### src/rtl/lane_stripe_ctrl.sv
// lane_stripe_ctrl
//   Stripes an upstream byte stream alternately across two lane FIFOs
//   (lane 0, lane 1, lane 0, ...). Each lane FIFO is show-ahead, so its head
//   byte is visible on dataoutK whenever validoutK is high. A three-state FSM
//   (IDLE / STRIPE / DRAIN) tracks a burst. The flush input closes the burst.
//   Once both FIFOs have drained, the FSM re-arms so the next burst starts on
//   lane 0.
//
// Ports
//   clk_4f        in   clock, rising edge
//   reset_L       in   asynchronous active-low reset
//   valid_in      in   upstream byte valid
//   data_in[7:0]  in   upstream byte
//   ready_out     out  byte accepted this cycle when valid_in is also high
//   flush         in   close current burst and drain
//   lane0_ready   in   lane 0 consumer takes the head byte this cycle
//   lane1_ready   in   lane 1 consumer takes the head byte this cycle
//   validout0/1   out  lane FIFO head valid
//   dataout0/1    out  lane FIFO head byte
//   sel_lane      out  lane that receives the next accepted byte
//   state_out     out  FSM state: 0 IDLE, 1 STRIPE, 2 DRAIN
//   byte_cnt      out  free-running count of accepted bytes (wraps)
module lane_stripe_ctrl #(
  parameter int DEPTH = 4
) (
  input  logic        clk_4f,
  input  logic        reset_L,
  input  logic        valid_in,
  input  logic [7:0]  data_in,
  output logic        ready_out,
  input  logic        flush,
  input  logic        lane0_ready,
  input  logic        lane1_ready,
  output logic        validout0,
  output logic        validout1,
  output logic [7:0]  dataout0,
  output logic [7:0]  dataout1,
  output logic        sel_lane,
  output logic [1:0]  state_out,
  output logic [15:0] byte_cnt
);

  localparam int AW = $clog2(DEPTH);
  localparam logic [AW:0]   FULL_CNT = (AW+1)'(DEPTH);
  localparam logic [AW:0]   CNT_ONE  = (AW+1)'(1);
  localparam logic [AW-1:0] PTR_ONE  = AW'(1);

  typedef enum logic [1:0] {
    IDLE   = 2'd0,
    STRIPE = 2'd1,
    DRAIN  = 2'd2
  } state_t;

  state_t      state_reg, state_next;
  logic        sel_reg, sel_next;
  logic [15:0] cnt_reg, cnt_next;

  logic            accept;
  logic [1:0]      full;
  logic [1:0]      empty;
  logic [1:0]      push;
  logic [1:0]      pop;
  logic [1:0]      lane_ready;
  logic [1:0][7:0] head;

  assign lane_ready = {lane1_ready, lane0_ready};

  // Depends only on registered state, so lane readies never reach ready_out
  // combinationally; a full target lane stalls even if it pops this cycle.
  assign ready_out = (state_reg != DRAIN) && !full[sel_reg];
  assign accept    = valid_in && ready_out;

  generate
    for (genvar gi = 0; gi < 2; gi++) begin : g_lane
      logic [7:0]    mem [DEPTH];
      logic [AW-1:0] wr_ptr_reg;
      logic [AW-1:0] rd_ptr_reg;
      logic [AW:0]   count_reg;
      logic [7:0]    last_reg;

      assign full[gi]  = (count_reg == FULL_CNT);
      assign empty[gi] = (count_reg == '0);
      assign push[gi]  = accept && (sel_reg == 1'(gi));
      // Readiness of an empty lane is ignored.
      assign pop[gi]   = !empty[gi] && lane_ready[gi];

      // Storage carries no reset; occupancy alone defines validity.
      always_ff @(posedge clk_4f) begin
        if (push[gi]) begin
          mem[wr_ptr_reg] <= data_in;
        end
      end

      always_ff @(posedge clk_4f or negedge reset_L) begin
        if (!reset_L) begin
          wr_ptr_reg <= '0;
          rd_ptr_reg <= '0;
          count_reg  <= '0;
          last_reg   <= '0;
        end else begin
          if (push[gi]) begin
            wr_ptr_reg <= wr_ptr_reg + PTR_ONE;
          end
          if (pop[gi]) begin
            rd_ptr_reg <= rd_ptr_reg + PTR_ONE;
            last_reg   <= mem[rd_ptr_reg];
          end
          case ({push[gi], pop[gi]})
            2'b10:   count_reg <= count_reg + CNT_ONE;
            2'b01:   count_reg <= count_reg - CNT_ONE;
            default: count_reg <= count_reg;
          endcase
        end
      end

      // When the lane is empty, show the last byte popped instead of a stale slot.
      assign head[gi] = empty[gi] ? last_reg : mem[rd_ptr_reg];
    end
  endgenerate

  always_ff @(posedge clk_4f or negedge reset_L) begin
    if (!reset_L) begin
      state_reg <= IDLE;
      sel_reg   <= 1'b0;
      cnt_reg   <= '0;
    end else begin
      state_reg <= state_next;
      sel_reg   <= sel_next;
      cnt_reg   <= cnt_next;
    end
  end

  always_comb begin
    state_next = state_reg;
    sel_next   = sel_reg;
    cnt_next   = cnt_reg;
    if (accept) begin
      sel_next = ~sel_reg;
      cnt_next = cnt_reg + 16'd1;
    end
    case (state_reg)
      IDLE: begin
        // flush is ignored here; the first accept opens a burst.
        if (accept) begin
          state_next = STRIPE;
        end
      end
      STRIPE: begin
        if (flush) begin
          state_next = DRAIN;
        end
      end
      DRAIN: begin
        // Nothing is accepted in DRAIN. Re-arm on lane 0 so the next burst
        // starts there.
        if (&empty) begin
          state_next = IDLE;
          sel_next   = 1'b0;
        end
      end
      default: begin
        state_next = IDLE;
        sel_next   = 1'b0;
      end
    endcase
  end

  assign validout0 = !empty[0];
  assign validout1 = !empty[1];
  assign dataout0  = head[0];
  assign dataout1  = head[1];
  assign sel_lane  = sel_reg;
  assign state_out = state_reg;
  assign byte_cnt  = cnt_reg;

endmodule

### config.mk
export PLATFORM = sky130hd
export DESIGN_NAME = lane_stripe_ctrl
export DESIGN_NICKNAME = d
export VERILOG_FILES = /design/src/rtl/lane_stripe_ctrl.sv
export SDC_FILE = /design/constraint.sdc
export NUM_CORES = 1
export LEC_CHECK = 0
export ABC_AREA = 1
export CAP_MARGIN = 20
export CELL_PAD_IN_SITES_DETAIL_PLACEMENT = 1
export CELL_PAD_IN_SITES_GLOBAL_PLACEMENT = 1
export CORE_AREA = 2 2 112 114
export DETAILED_ROUTE_END_ITERATION = 12
export DIE_AREA = 0 0 114 116
export PLACE_DENSITY_LB_ADDON = 0.1
export SLEW_MARGIN = 20
export SYNTH_ARGS = -nofsm -noshare
export SYNTH_HDL_FRONTEND = slang
export SYNTH_SLANG_ARGS = --single-unit
### constraint.sdc
create_clock -name clk_4f -period 2.95 [get_ports clk_4f]
set_clock_uncertainty 0.1 [all_clocks]
set_input_delay 0.7375 -clock clk_4f [delete_from_list [all_inputs] [get_ports clk_4f]]
set_output_delay 0.7375 -clock clk_4f [all_outputs]
set_load 0.03 [all_outputs]
---- Yosys cells after proc, flatten, opt, wreduce, memory -nomap -nowiden ----
Memories as Yosys holds them, arrays and structs flattened.
Index checks and enable logic that the tools add are counted.
word-level totals
  memories ................................ 2
  output and inout port bits .............. 38
  register bits after elaboration ......... 49
  memory bits (writable) .................. 64
  input bits .............................. 14
  logic and storage cells ................. 70
cells by class
  add/subtract/negate cells ............... 9
  muxes and demuxes ....................... 17
  equality and inequality tests ........... 12
  order comparisons ....................... 1
  bitwise gates (word level) .............. 1
  reduce and logical (&&, ||, !) cells .... 17
memories
  name           words  bits a word  rd ports  clocked after Yosys merged registers in  wr ports  RTL line  source
  g_lane[0].mem  4      8            1         0                                        1         75        logic [7:0] mem [DEPTH];
  g_lane[1].mem  4      8            1         0                                        1         75
operators by type and width
  operator                                                                       count
  16-bit by 1-bit adder with 16-bit output (second input constant)               1
  8-bit two-way mux                                                              2
  3-bit case mux with 2 select lines                                             2
  2-bit by 1-bit adder with 2-bit output (second input constant)                 4
  1-bit two-way mux                                                              8
  2-bit != test (second input constant)                                          4
  3-bit by 1-bit adder with 3-bit output (second input constant)                 2
  2-bit by 1-bit == test with 1-bit output (second input constant)               3
  2-bit == test (second input constant)                                          3
  3-bit == test (second input constant)                                          2
  1-bit logical AND                                                              6
  3-bit logical NOT                                                              2
  2-bit two-way mux                                                              3
  2-bit case mux with 3 select lines                                             1
  3-bit by 1-bit subtractor with 3-bit output (second input constant)            2
  2-bit nonzero test                                                             2
  1-bit logical NOT                                                              3
  3-bit AND reduction                                                            1
  2-bit logical NOT                                                              1
  1-bit by 2-bit less-than comparator with 1-bit output (second input constant)  1
  1-bit case mux with 2 select lines                                             1
  2-bit AND reduction                                                            1
  2-bit OR reduction                                                             1
  1-bit inverter                                                                 1

---- Depth between registers and ports, before layout ----
Gate-level depths: netlist (run 1).
  depth after elaboration ................. 9
  mapped depth ............................ 14
  gate-level depth less buffers ........... 12

---- Worst setup path before layout (run 1) ----
No wires, ideal clock.
  path type ............................... input to register
  from .................................... input port valid_in
  to ...................................... register g_lane[1].count_reg[2]
  stages on the path ...................... 12
  arrival ................................. 2.312 ns
  setup slack ............................. 0.407 ns
  path buffers ............................ 2
  setup time .............................. 0.131 ns
  cell sequence ........................... inv_1 nor2_4 buf_6 ha_1 clkbuf_1 inv_1 ha_1 inv_1 fa_1 a21oi_1 o21ai_0 xor2_1
on the way
  cells in the longest elaborated chain, start to end .. 4
  elaborated cells on any way between the ends .. 6
  classes of those cells .................. 2 x eq/ne; 1 x mux; 3 x reduce/logical
RTL lines
  element                                                                    RTL line  source
  start: declaration                                                         28        input logic valid_in,
  1-bit logical AND (*)                                                      71        assign accept = valid_in && ready_out;
  1-bit logical AND (*)                                                      83        assign push[gi] = accept && (sel_reg == 1'(gi));
  via push[1]                                                                61        logic [1:0] push;
  2-bit by 1-bit == test with 1-bit output or 2-bit == test (tied branches)  108       case ({push[gi], pop[gi]})
  3-bit case mux with 2 select lines or 2-bit nonzero test (tied branches)   --
  end signal: assignment                                                     109       2'b10: count_reg <= count_reg + CNT_ONE;
  end signal: assignment                                                     110       2'b01: count_reg <= count_reg - CNT_ONE;
  end signal: assignment                                                     111       default: count_reg <= count_reg;
  end: declaration                                                           78        logic [AW:0] count_reg;
The timed path passes the listed nets; every way through them passes the cells marked *.
A chain may end at the register's enable or synchronous reset.

---- Worst setup path in the final report (run 1) ----
  from .................................... register g_lane[0].count_reg[0]
  to ...................................... output port dataout0[0]
on the way
  cells in the longest elaborated chain, start to end .. 2
RTL lines
  element                   RTL line  source
  start: declaration        78
  start signal: assignment  109
  start signal: assignment  110
  start signal: assignment  111
  3-bit logical NOT         82        assign empty[gi] = (count_reg == '0);
  8-bit two-way mux         117       assign head[gi] = empty[gi] ? last_reg : mem[rd_ptr_reg];
  end: declaration          36        output logic [7:0] dataout0,
No other way between the ends.

==> results of run 1 <==
worst paths after layout:
kind,start,end,slack [ps],depth (start not counted)
max,g_lane[0].count_reg[0],dataout0[0],110,5
min,reset_L,g_lane[1].last_reg[4],160,1
max reg2reg,g_lane[1].count_reg[1],g_lane[1].count_reg[2],650,12
min reg2reg,g_lane[0].last_reg[3],g_lane[0].last_reg[3],390,2
max in group asynchronous,reset_L,g_lane[0].rd_ptr_reg[0],1950,2
min in group clk_4f,g_lane[0].last_reg[3],g_lane[0].last_reg[3],390,2
metrics by stage:
| step | instances | hold WS [ps] | utilization | TNS, ps |
|---|---|---|---|---|
| floorplan | 530 | 341.9 | - | 0 |
| global placement | 726 | 366.4 | 0.4932 | 0 |
| detailed placement | 726 | 376.9 | 0.4932 | 0 |
| CTS | 758 | 166.6 | 0.5410 | 0 |
| global route | 758 | 180.4 | 0.5415 | -0.3715 |
| finish | 758 | 161.9 | 0.5415 | 0 |
metal layers:
metal,global-route usage,share of wire
met1,0.2525,0.46
met2,0.3603,0.49
met3,0.04655,0.031
met4,0.08780,0.020
met5,0,0
kinds of logic (layout without fill, tap and decap cells):
logic type	Yosys count	in the layout	share of synthesized area
AOI/OAI and AO/OA	53	53	0.05164
xor gates and xnor gates	15	15	0.02534
adders and majority gates	15	15	0.03909
buffers and inverters	64	145	0.05598
DFF	113	113	0.6071
and+or+nand+nor	270	270	0.2208
worst max-delay path: cells and delay by family (launching register included):
family | cells | cell delay [ps]
and+or+nand+nor | 2 | 200
AOI/OAI and AO/OA | 1 | 310
DFF | 1 | 400
buffers and inverters | 2 | 670
power groups by stage:
stage | clock network, mW | logic [mW] | registers [mW]
after floorplan | 0 | 1.93 | 2.51
after global placement | 0 | 3.08 | 2.45
after detailed placement | 0 | 3.18 | 2.48
after CTS | 2.03 | 3.07 | 2.46
after global routing | 2.11 | 3.36 | 2.51
final | 2.00 | 3.03 | 2.46
layout by cell type (no fill, tap or decap), types with 12 or more instances in the layout:
cell and instances:
xor2_1 12, o21ai_1 18, clkbuf_16 17, dfrtp_1 47, nand2_1 189, buf_4 14
clkdlybuf4s50_1 34, nor2_1 19, inv_1 41, nand3_1 42, o21ai_0 31, edfxtp_1 64
ha_1 13, dlygate4sd2_1 14
cell type report:
class | instances | area (um2) | area share
Sequential cell | 113 | 3151 | 0.4885
Clock inverter | 15 | 161.4 | 0.02502
Multi-Input combinational cell | 353 | 1747 | 0.2708
Clock buffer | 17 | 425.4 | 0.06596
Tap cell | 147 | 183.9 | 0.02852
Inverter | 48 | 188.9 | 0.02929
Timing Repair Buffer | 65 | 593.1 | 0.09195
synthesized netlist by cell type (9+ instances only):
library cell / count / share of area
dfrtp_1: 49 / 0.24
edfxtp_1: 64 / 0.37
ha_1: 13 / 0.031
inv_1: 41 / 0.030
nand2_1: 189 / 0.14
nand2_2: 9 / 0.011
nand3_1: 42 / 0.041
nor2_1: 19 / 0.014
o21ai_0: 31 / 0.030
o21ai_1: 18 / 0.017
xor2_1: 12 / 0.020
timing repair:
| item | in CTS | in global routing |
|---|---|---|
| resized for setup | 18 | 4 |
| pin swaps | 0 | 0 |
| hold buffers | 0 | 0 |
| setup endpoints to repair | 16 | 13 |
==> impl_metrics.ini, run 1 <==
[pwr]
p_per_area_nw_per_um2 = 1160
finalPower_mw = 7.482
power.switching_mw = 3.119
swShare = 0.4169
worst_ir_drop_vdd_mv = 0.5156
power_frac_comb = 0.404
p_leak_nw = 2.747
p_int_mw = 4.363
clkPwrFrac = 0.267
seqPwrFrac = 0.329

[clocking]
cts.sinks = 113
ctsRootBufferMaster = clkbuf_16
cts_max_path_buffers = 2
clkTransAtPathRegs_ps = 60
clock_latency_ps = 410
cts_setup_buffers = 0
cts_buffers = 17
cts_tree = yes
htree_levels = 4

[drt]
drc = 0
drtIter0Drc = 179
avgRoutedWirePerCell_um = 16.63
viasPerCell = 5.025
drt_first_pass_iters = 4
drtAntennaViolNets = 0
routed_wl_um = 12600
num_vias = 3809

[yosys]
avgSynthCellArea_um2 = 9.783
async_flop_share = 0.4336
synth_edf_count = 64
synth-seq-area-share = 0.6071
synth_area_um2 = 5185
synth_fp_nets = 559
yosysWarnings = 0
synth.distinct_cells = 25
ys_seq_elements = 113
syn_inst = 530
synth_ff_type = edfxtp_1

[global_route]
grt_max_degree = 20
grt_pass1_vias = 4149
grt_pass1_wl_um = 20760
antenna_found_initial = 0
grt_use_total = 0.2082
gr-total-overflow = 0

[floorplanning]
dieArea_um2 = 13220
fp.dieW_um = 114
pin_count = 52
die_y_um = 116
core.rowCount = 40
initial_core_util = 0.4353
core-area_um2 = 11910

[placement]
dp_hpwl_um = 8804
gp_congestion = 0.7394
dpl-instance-area_um2 = 5874
pre_cts_ws_ps = 119.4
io_buffers = 51

[final_layout]
final_layout_size_suffix_gt1_frac = 0.1178
fin_area_um2 = 6450
largest_register_ffs = 64
area_growth_pct = 24.40
n_antenna_cell = 0
final_net_count = 627
fill_cells = 1323

[sta]
post-route-period-util = 0.9612
relSlewSlack = 0.7066
post-route-min-period_ps = 2835
worst_pin_slew_ps = 440.2
drv_slew = 0
layout_setup_ws_ps = 114.5
setup_violations = 0
max_freq_mhz = 352.7
hold_viol = 0

[worst_setup_path]
critical-path-slowest-cell = dlygate4sd2_1
max_stage_delay_ps = 440
critPathRequiredTime_ps = 2110
crit_arrival_ps = 2000
worstSetupPathType = flip-flop to output pin
critPathCaptureType = output pin
cp_cell_sequence = nor2_1, nand2_1, clkinv_2, o21ai_0, dlygate4sd2_1
start_kind = flip-flop
cp_max_fo = 17

[status]
outcome = finished, final reports clean

[run]
cap_violations = 0

[hold_path]
holdCritPathClass = input port to async pin
(Power assumes the default switching activity.)
==> run 2, diff against run 1 <==
--- a/config.mk
+++ b/config.mk
@@ -7,11 +7,11 @@
 export LEC_CHECK = 0
 export ABC_AREA = 1
 export CAP_MARGIN = 20
-export CELL_PAD_IN_SITES_DETAIL_PLACEMENT = 1
+export CELL_PAD_IN_SITES_DETAIL_PLACEMENT = 0
 export CELL_PAD_IN_SITES_GLOBAL_PLACEMENT = 1
-export CORE_AREA = 2 2 112 114
+export CORE_AREA = 2 2 125 127
 export DETAILED_ROUTE_END_ITERATION = 12
-export DIE_AREA = 0 0 114 116
+export DIE_AREA = 0 0 127 129
 export PLACE_DENSITY_LB_ADDON = 0.1
 export SLEW_MARGIN = 20
 export SYNTH_ARGS = -nofsm -noshare
==> run 2 against run 1 <==
Against the previous run: worst hold slack better by 90 ps; cell area grew 1.6%; cell count increased by 5.7%; first-iteration DRC count is 6.1% higher; sequential share of layout area shrank 0.77 points; power up 1.0%; clock power is 6% higher; die area rose by 24%; critical path type unchanged; largest cell class unchanged; largest power group unchanged.
==> impl_metrics.ini, run 2 (synthesis results as in run 1) <==
[worst_setup_path]
worstSetupPathType = flip-flop to output pin
cp_num_buf_inv = 2
critPathRequiredTime_ps = 2110
crit_arrival_ps = 1960
max_stage_delay_ps = 490
crit_family = buffers and inverters
crit_top_cell = nand2_1
start_kind = flip-flop
cp_max_fo = 17
cp_cell_sequence = inv_4, nand2_1, nand3_1, nand2_1, o21ai_1, dlygate4sd2_1
critPathCaptureType = output pin
critical-path-slowest-cell = dfrtp_2

[final_layout]
layout_commonest_cell = nand2_1
n_antenna_cell = 0
fill_cells = 1435
fin_area_um2 = 6551
final_net_count = 629
final_cell_mix = nand2_1 (189), edfxtp_1 (64), dfrtp_1 (48)
largest_register_ffs = 64
area_growth_pct = 26.35
final_layout_size_suffix_gt1_frac = 0.1191

[pwr]
p_leak_nw = 2.795
seqPwrFrac = 0.322
power_frac_comb = 0.397
p_per_area_nw_per_um2 = 1154
clkPwrFrac = 0.281
p_int_mw = 4.542
finalPower_mw = 7.559
worst_ir_drop_vdd_mv = 0.4306
swShare = 0.3991
power.switching_mw = 3.017

[drt]
drt_first_pass_iters = 4
num_vias = 3715
drtAntennaViolNets = 0
drtIter0Drc = 190
avgRoutedWirePerCell_um = 14.33
viasPerCell = 4.638
routed_wl_um = 11480
drc = 0

[sta]
drv_slew = 0
setup_tns_ps = 0
post-route-min-period_ps = 2798
setup_violations = 0
worst_pin_slew_ps = 672.0
hold_viol = 0
max_freq_mhz = 357.3
relSlewSlack = 0.5520
post-route-period-util = 0.9486
rsz0062_at_grt = false

[global_route]
met3_usage = 0.03534
grt_max_degree = 28
grt_pass1_vias = 3469
grt_use_met1 = 0.1859
grt_use_total = 0.1494
busiest_layer = met2
grt_pass1_wl_um = 18360
globalRouteMet2Util = 0.2460
antenna_found_initial = 0
gr-total-overflow = 0

[floorplanning]
core-area_um2 = 14980
dieArea_um2 = 16380
initial_core_util = 0.3462
pin_count = 52
core.rowCount = 45
fp.dieW_um = 127
die_y_um = 129

[placement]
gp_congestion = 0.7341
dpl-instance-area_um2 = 5953
dp_hpwl_um = 8075
io_buffers = 51

[clocking]
ctsRootBufferMaster = clkbuf_16
cts_max_path_buffers = 2
cts_tree = yes
clock_latency_ps = 410
clkTransAtPathRegs_ps = 50
htree_levels = 4
cts_hold_buf = 0
cts_buffers = 17
cts.sinks = 113

[status]
outcome = finished, final reports clean

[run]
cap_violations = 0

[hold_path]
holdCritPathClass = input port to async pin
-- run 2: cell count changes in the layout (fill, tap and decap cells not counted), sizes merged --
cell,before,now
dlygate4sd1,0,1
clkinv,5,9
bufinv,2,4
clkinvlp,7,3
dlygate4sd2,14,13
buf,15,17
clkbuf,17,18
clkdlybuf4s15,2,1
inv,49,47
-- run 2: timing repair --
item	in CTS	in global routing
pin swaps	0	0
setup endpoints to repair	16	6
gates resized for setup	17	7
setup buffers	0	0
-- run 2: power by group through the flow --
stage,clock (mW),sequential [mW],combinational (mW)
after floorplan,0,2.51,1.93
after global placement,0,2.45,3.17
after detailed placement,0,2.46,3.21
after CTS,2.17,2.44,3.07
after global routing,2.25,2.49,3.36
final,2.13,2.43,3.00
-- run 2: final cells by class --
class / instances / area, um2 / share of cell area
clock buffer: 17 / 425.4 / 0.06494
clock inverter: 15 / 192.7 / 0.02941
inverter: 48 / 186.4 / 0.02846
multi-input combinational: 353 / 1747 / 0.2666
sequential: 113 / 3149 / 0.4807
tap: 188 / 235.2 / 0.03591
timing repair buffer: 67 / 615.6 / 0.09396
-- run 2: metrics by stage --
step,hold WS [ps],setup slack (ps),util,cells
2_1_floorplan,341.9,407.4,-,530
3_3_place_gp,366.4,147.2,0.3975,769
3_5_place_dp,373.5,141.6,0.3975,769
4_1_cts,270.4,72.04,0.4375,801
5_1_grt,297.4,3.921,0.4374,801
6_report,251.7,151.5,0.4374,801
-- run 2: worst reg2reg max path: cells and delay by family (launching register included) --
kind / cells / cell delay, ps
simple gates: 4 / 480
buf+inv: 2 / 120
flops: 1 / 390
compound gates: 2 / 240
fa+ha+maj: 3 / 710
xor+xnor: 1 / 150
-- run 2: worst paths after layout --
| check | to | start | slack [ps] | cells past startpoint |
|---|---|---|---|---|
| hold / removal | byte_cnt[8] | reset_L | 250 | 1 |
| hold reg to reg | g_lane[0].last_reg[2] | g_lane[0].last_reg[2] | 380 | 2 |
| setup reg to reg | g_lane[0].count_reg[2] | g_lane[1].count_reg[1] | 640 | 12 |
| max in group asynchronous | g_lane[0].wr_ptr_reg[0] | reset_L | 1820 | 2 |
| setup / recovery | dataout1[6] | g_lane[1].rd_ptr_reg[0] | 150 | 6 |
| min in group clk_4f | g_lane[0].last_reg[2] | g_lane[0].last_reg[2] | 380 | 2 |
-- run 2: routing by layer --
| layer | wire, um | share of wire |
|---|---|---|
| met1 | 5137 | 0.45 |
| met2 | 5668 | 0.49 |
| met3 | 481 | 0.042 |
| met4 | 195 | 0.017 |
| met5 | 0 | 0 |
==> RTL edit 1 (settings of run 2) <==
Make the reset (`reset_L`) synchronous in 2 clocked blocks. Comments in the files are not updated.
--- a/src/rtl/lane_stripe_ctrl.sv
+++ b/src/rtl/lane_stripe_ctrl.sv
@@ -91,7 +91,7 @@
         end
       end
 
-      always_ff @(posedge clk_4f or negedge reset_L) begin
+      always_ff @(posedge clk_4f) begin
         if (!reset_L) begin
           wr_ptr_reg <= '0;
           rd_ptr_reg <= '0;
@@ -118,7 +118,7 @@
     end
   endgenerate
 
-  always_ff @(posedge clk_4f or negedge reset_L) begin
+  always_ff @(posedge clk_4f) begin
     if (!reset_L) begin
       state_reg <= IDLE;
       sel_reg   <= 1'b0;
Formal check against the unedited RTL: differs if reset_L is asserted again (counterexample within 4 cycles, from zero or initial values and one cycle with reset_L low); with reset_L held inactive, the same outputs for 4 cycles.
==> RTL edit 1 against run 2 <==
- power is 15% lower
- non-clock buffer count grew 1
- area after synthesis fell by 0.68%
- die area did not move
- worst setup slack hardly changed
- cell area decreased by 0.31%
- sequential cell count up 4
- sequential share of layout area shrank 2.4 points
- routed wire length is 0.26% higher
- sequential power is 12% lower
==> RTL edit 1: results (changes against run 2) <==
| Item | Value | Delta |
|---|---|---|
| H-tree lvl count | 4 | unchanged |
| First-pass iteration count of the detailed router | 6 | +2 |
| Post-placement worst setup slack | 46.05 ps | -95.58 ps |
| Synth area leaders | edfxtp_1 37%, dfxtp_1 21%, nand2_1 8.8%, a21oi_1 5.5%, o21ai_0 4.3% |  |
| Met3 WL | 475 um | -1.2% |
| Post-synthesis adder-cell area fraction | 3.936% | +0.027 points |
| Power per standard cell area | 984.5 nW/um^2 | -15% |
| Top cells by count, synth | 121 x nand2_1, 64 x edfxtp_1, 57 x a21oi_1, 53 x dfxtp_1, 44 x o21ai_0 |  |
| Via count | 3,738 | +0.62% |
| Number of design-rule violations left by the first detailed-router iteration | 286 | +51% |
| Setup slack on the worst flop-to-flop path | 690 ps | +50 ps |
| Commonest register cell after synthesis | edfxtp_1 |  |
| Part of the Yosys area used for sequential elements | 57.92% | -2.8 points |
| Post-Place Cell Area | 5869 um^2 | -1.4% |
| Final clock period utilization by the worst path | 94.86% | about the same |
| First-pass GRT wire length | 18,470 um | +0.60% |
| Worst setup path endpoint | dataout1[6] |  |
| Port Buf Inserts | 51 | unchanged |
| Synthesized-area fraction occupied by ao, oa, aoi and oai cells | 15.45% | +10 points |
| Worst IR drop on VDD | 0.5653 mV | +31% |
| Ratio of cells with drive above 1 in the final layout | 14.36% | +2.4 points |
| Global Route Usage Sum | 15.21% | +0.27 points |
| Post-DR vias/cell | 4.708 | +1.5% |
| Count of nets after finishing | 622 | -1.1% |
| Switching Share | 34.36% | -5.6 points |
| Vias in the first global route | 3,571 | +2.9% |
| Share of synthesized area spent on multiplexers | 0% | unchanged |
| Number of warning messages in the yosys log | 0 | unchanged |
| Clock insertion delay at the later pin of the skew report | 420 ps |  |
| Worst max-slew margin expressed relative to the limit | 56.53% | +1.3 points |
| Area share of xor/xnor cells in the synthesized design | 0.5102% | -2.0 points |
| Post-Syn Nets | 556 | -0.54% |
| Cell leakage power | 2.444 nW | -13% |
| Detailed Place HPWL | 7917 um | -2.0% |
| R2r endpoint | g_lane[0].count_reg[2] |  |
| Placed Cells | 760 | -1.2% |
| Class of the most critical hold timing path | flop to flop |  |
| Met2 wire length | 5295 um | -6.6% |
| Length in cells of the worst reg-to-reg path | 13 | +1 |
| Number of flops mapped to enable cells by yosys | 64 | unchanged |
| Largest net degree at the start of global routing | 25 | -11% |
| Placer congestion estimate | 0.7293 | -0.65% |
| Max FO, Critical Path | 9 | -8 |
| Worst reg2reg path startpoint | g_lane[0].count_reg[0] |  |
| Detailed-route wire length on metal 1 | 5567 um | +8.4% |
| Mean Syn Cell Area | 9.772 um^2 | -0.11% |
| Combinational gate power | 2.04 mW | -32% |
| Count of different cell masters after synthesis | 32 | +28% |
| Sequential fraction of design power | 33.3% | +1.1 points |
| Uppermost layer routed | met4 |  |
| Synth async-reset ratio | 0% | -43 points |
| Result of the run | complete, no violations |  |
| Routed length per instance | 14.50 um | +1.1% |
[RTL edit 1: how the worst min path moves through the flow]
stage	from	to	slack, ps	depth (start not counted)
global placement	g_lane[1].rd_ptr_reg[1]	flop	350	2
CTS	g_lane[1].rd_ptr_reg[1]	flop	370	2
finish	g_lane[0].rd_ptr_reg[0]	flop	380	1
floorplan	g_lane[0].rd_ptr_reg[1]	flop	340	2
detailed placement	g_lane[1].rd_ptr_reg[1]	flop	360	2
global route	g_lane[1].rd_ptr_reg[1]	g_lane[1].rd_ptr_reg[1]	410	2
[RTL edit 1: routing by layer]
| layer | GRT usage, % | vias up |
|---|---|---|
| li1 | - | 1939 |
| met1 | 19.74 | 1721 |
| met2 | 23.34 | 61 |
| met3 | 5.322 | 17 |
| met4 | 6.206 | 0 |
| met5 | 0 | - |
[RTL edit 1: what timing repair did]
action                     4_1_cts  5_1_grt
hold endpoints to repair         0        0
pin swaps                        0        0
setup endpoints to repair       16       14
setup buffers                    0        2
resized for setup               18       11
[RTL edit 1: kinds of logic (layout without fill, tap and decap cells)]
| logic type | Yosys count | after routing |
|---|---|---|
| AND/OR/NAND/NOR | 187 | 187 |
| AO/OA/AOI/OAI | 136 | 136 |
| flip-flops | 117 | 117 |
| buffers and inverters | 69 | 148 |
| adder cells (fa/ha/maj) | 15 | 15 |
| XOR/XNOR | 3 | 3 |
[RTL edit 1: area by class of cell]
cell class	count	area, um^2
repair buffers	68	636.9
multi-input cells	341	1843
well taps	188	235.2
fillers	1450	8446
clock buffers	22	464.2
clock inverters	10	176.4
flip-flops and latches	117	2983
inverters	48	192.7
[RTL edit 1: worst max-delay path, stage by stage, from the launching register on]
cell	delay [ps]
dfxtp_1	450
buf_4	220
nand2_1	60
a32o_1	270
o21ai_1	130
dlygate4sd2_1	420
==> RTL edit 2 (settings of run 2) <==
Without the edit above. Change the parameter `DEPTH` from 4 to 8.
--- a/src/rtl/lane_stripe_ctrl.sv
+++ b/src/rtl/lane_stripe_ctrl.sv
@@ -21,7 +21,7 @@
 //   state_out     out  FSM state: 0 IDLE, 1 STRIPE, 2 DRAIN
 //   byte_cnt      out  free-running count of accepted bytes (wraps)
 module lane_stripe_ctrl #(
-  parameter int DEPTH = 4
+  parameter int DEPTH = 8
 ) (
   input  logic        clk_4f,
   input  logic        reset_L,
Check against the original RTL: not equivalent (a bounded check fails within 10 cycles, from zero or initial values and one cycle with reset_L low).
==> RTL edit 2 against run 2 <==
- area after synthesis grew 59%
- non-clock buffer count rose by 24
- cell area rose by 47%
- power is 32% higher
- routed wire length grew 61%
- hold slack got worse by 45 ps
- worst setup slack worse by 55 ps
- sequential cell count rose by 70
==> RTL edit 2: results (changes against run 2) <==
| Item | Value | Delta |
|---|---|---|
| Result of the run | complete, no violations |  |
| Root buffer selected by CTS | clkbuf_16 |  |
| Part of the Yosys area used for sequential elements | 63.44% | +2.7 points |
| H-tree lvl count | 4 | unchanged |
| Inserted Clock Buffers | 17 | unchanged |
| M1 GR Usage | 30.78% | +12 points |
| Count of different cell masters after synthesis | 30 | +20% |
| Synth async-reset ratio | 30.05% | -13 points |
| Peak clock frequency supported by timing | 350.4 MHz | -1.9% |
| Number of warning messages in the yosys log | 0 | unchanged |
| Clock insertion delay at the later pin of the skew report | 430 ps | +20 ps |
| Number of flops mapped to enable cells by yosys | 128 | +100% |
| Max FFs per register | 128 | +100% |
| Post-placement worst setup slack | -112.4 ps | -254.1 ps |
| Antenna violations before repair | 0 | unchanged |
| Antenna diode instance count | 0 | unchanged |
| Class of the most critical hold timing path | primary input to async pin |  |
| Placer congestion estimate | 0.8094 | +10% |
| Worst IR drop on VDD | 0.6216 mV | +44% |
| Buffer depth of the longest clock path | 2 | unchanged |
| Commonest register cell after synthesis | edfxtp_1 |  |
| First-pass GRT wire length | 29,920 um | +63% |
| Max FO, Critical Path | 5 | -12 |
| Post-Syn Nets | 888 | +59% |
| Smallest hold slack | 206.4 ps | -45.34 ps |
| Met3 Usage GRT | 5.156% | +1.6 points |
| Port Buf Inserts | 51 | unchanged |
| Routed wire length | 18,520 um | +61% |
| GR Layer Usage met2 | 40.58% | +16 points |
| Final-report hold violation count | 0 | unchanged |
| Global Route Usage Sum | 24.01% | +9.1 points |
| Detailed Place HPWL | 12,180 um | +51% |
| Count of nets after finishing | 970 | +54% |
| Worst-path clk slew | 70 ps | +20 ps |
| Arr. time, crit path | 2020 ps | +60 ps |
| Post-Place Cell Area | 9184 um^2 | +54% |
| Largest net degree at the start of global routing | 56 | +100% |
| First-pass iteration count of the detailed router | 5 | +1 |
| Number of design-rule violations left by the first detailed-router iteration | 535 | +180% |
| Via count | 6,025 | +62% |
| Setup slack on the worst flop-to-flop path | 450 ps | -190 ps |
| Cell leakage power | 4.156 nW | +49% |
| Ratio of cells with drive above 1 in the final layout | 10.88% | -1.0 points |
| Synth area leaders | edfxtp_1 47%, dfrtp_1 17%, nand2_1 14%, nor2_1 7.6%, o21ai_0 3.6% |  |
| Vias in the first global route | 5,902 | +70% |
| Top cells by count, synth | 300 x nand2_1, 166 x nor2_1, 128 x edfxtp_1, 59 x o21ai_0, 55 x dfrtp_1 |  |
| Worst max-slew margin expressed relative to the limit | 48.16% | -7.0 points |
| Filler cells | 1,236 | -14% |
==> RTL edit 2: worst max-delay path: stages, from the launching register on <==
cell,delay [ps]
dfrtp_1,460
nor2_2,100
nand3_2,90
nor2_4,50
nor2_2,190
clkdlybuf4s50_1,700
==> RTL edit 2: final cells by class <==
type,instances,area [um^2],share of cell area (%)
tap,188,235.2,2.440
clock buffer,20,456.7,4.737
multi-input combinational,609,2694,27.94
inverter,41,156.4,1.622
sequential,183,5220,54.14
clock inverter,12,78.83,0.8175
timing repair buffer,91,800.8,8.305
==> RTL edit 2: through the flow <==
stage | TNS, ps | std cells
floorplan | 0 | 861
global placement | 0 | 1112
detailed placement | -472.7 | 1112
CTS | -35.64 | 1144
global route | 0 | 1144
finish | 0 | 1144
==> RTL edit 2: final timing paths <==
kind,start,endpoint,cells past startpoint
hold reg to reg,g_lane[1].last_reg[2],g_lane[1].last_reg[2],2
hold / removal,reset_L,g_lane[1].last_reg[1],2
setup / recovery,g_lane[0].count_reg[0],ready_out,5
min in group clk_4f,g_lane[1].last_reg[2],g_lane[1].last_reg[2],2
setup reg to reg,g_lane[0].count_reg[0],g_lane[0].count_reg[2],14
max in group asynchronous,reset_L,g_lane[0].last_reg[6],2
==> RTL edit 2: cell families (layout without fill, tap and decap cells) <==
kind of cell | Yosys count | count (layout) | synth area share, %
and+or+nand+nor | 500 | 500 | 24.03
DFF | 183 | 183 | 63.44
AOI/OAI and AO/OA | 78 | 78 | 4.820
buffers and inverters | 69 | 164 | 3.817
xor gates and xnor gates | 18 | 18 | 1.916
adders and majority gates | 13 | 13 | 1.977
==> RTL edit 2: timing repair <==
item / in CTS / in global routing
pin swaps: 0 / 0
resized for setup: 23 / 33
setup buffers: 0 / 0
setup endpoints to repair: 16 / 16
==> RTL edit 2: per-layer routing <==
layer	routed length, um	up-vias
met5	0	-
met4	439	0
met3	889	31
met2	9447	155
met1	7748	2880
li1	-	2959
==> RTL edit 2: power by group <==
part | leakage (nW) | switching [mW] | internal (mW)
logic | 2.04 | 2.92 | 1.45
clock network | 0.264 | 0.960 | 1.12
registers | 1.85 | 0.311 | 3.22
total | 4.16 | 4.19 | 5.78
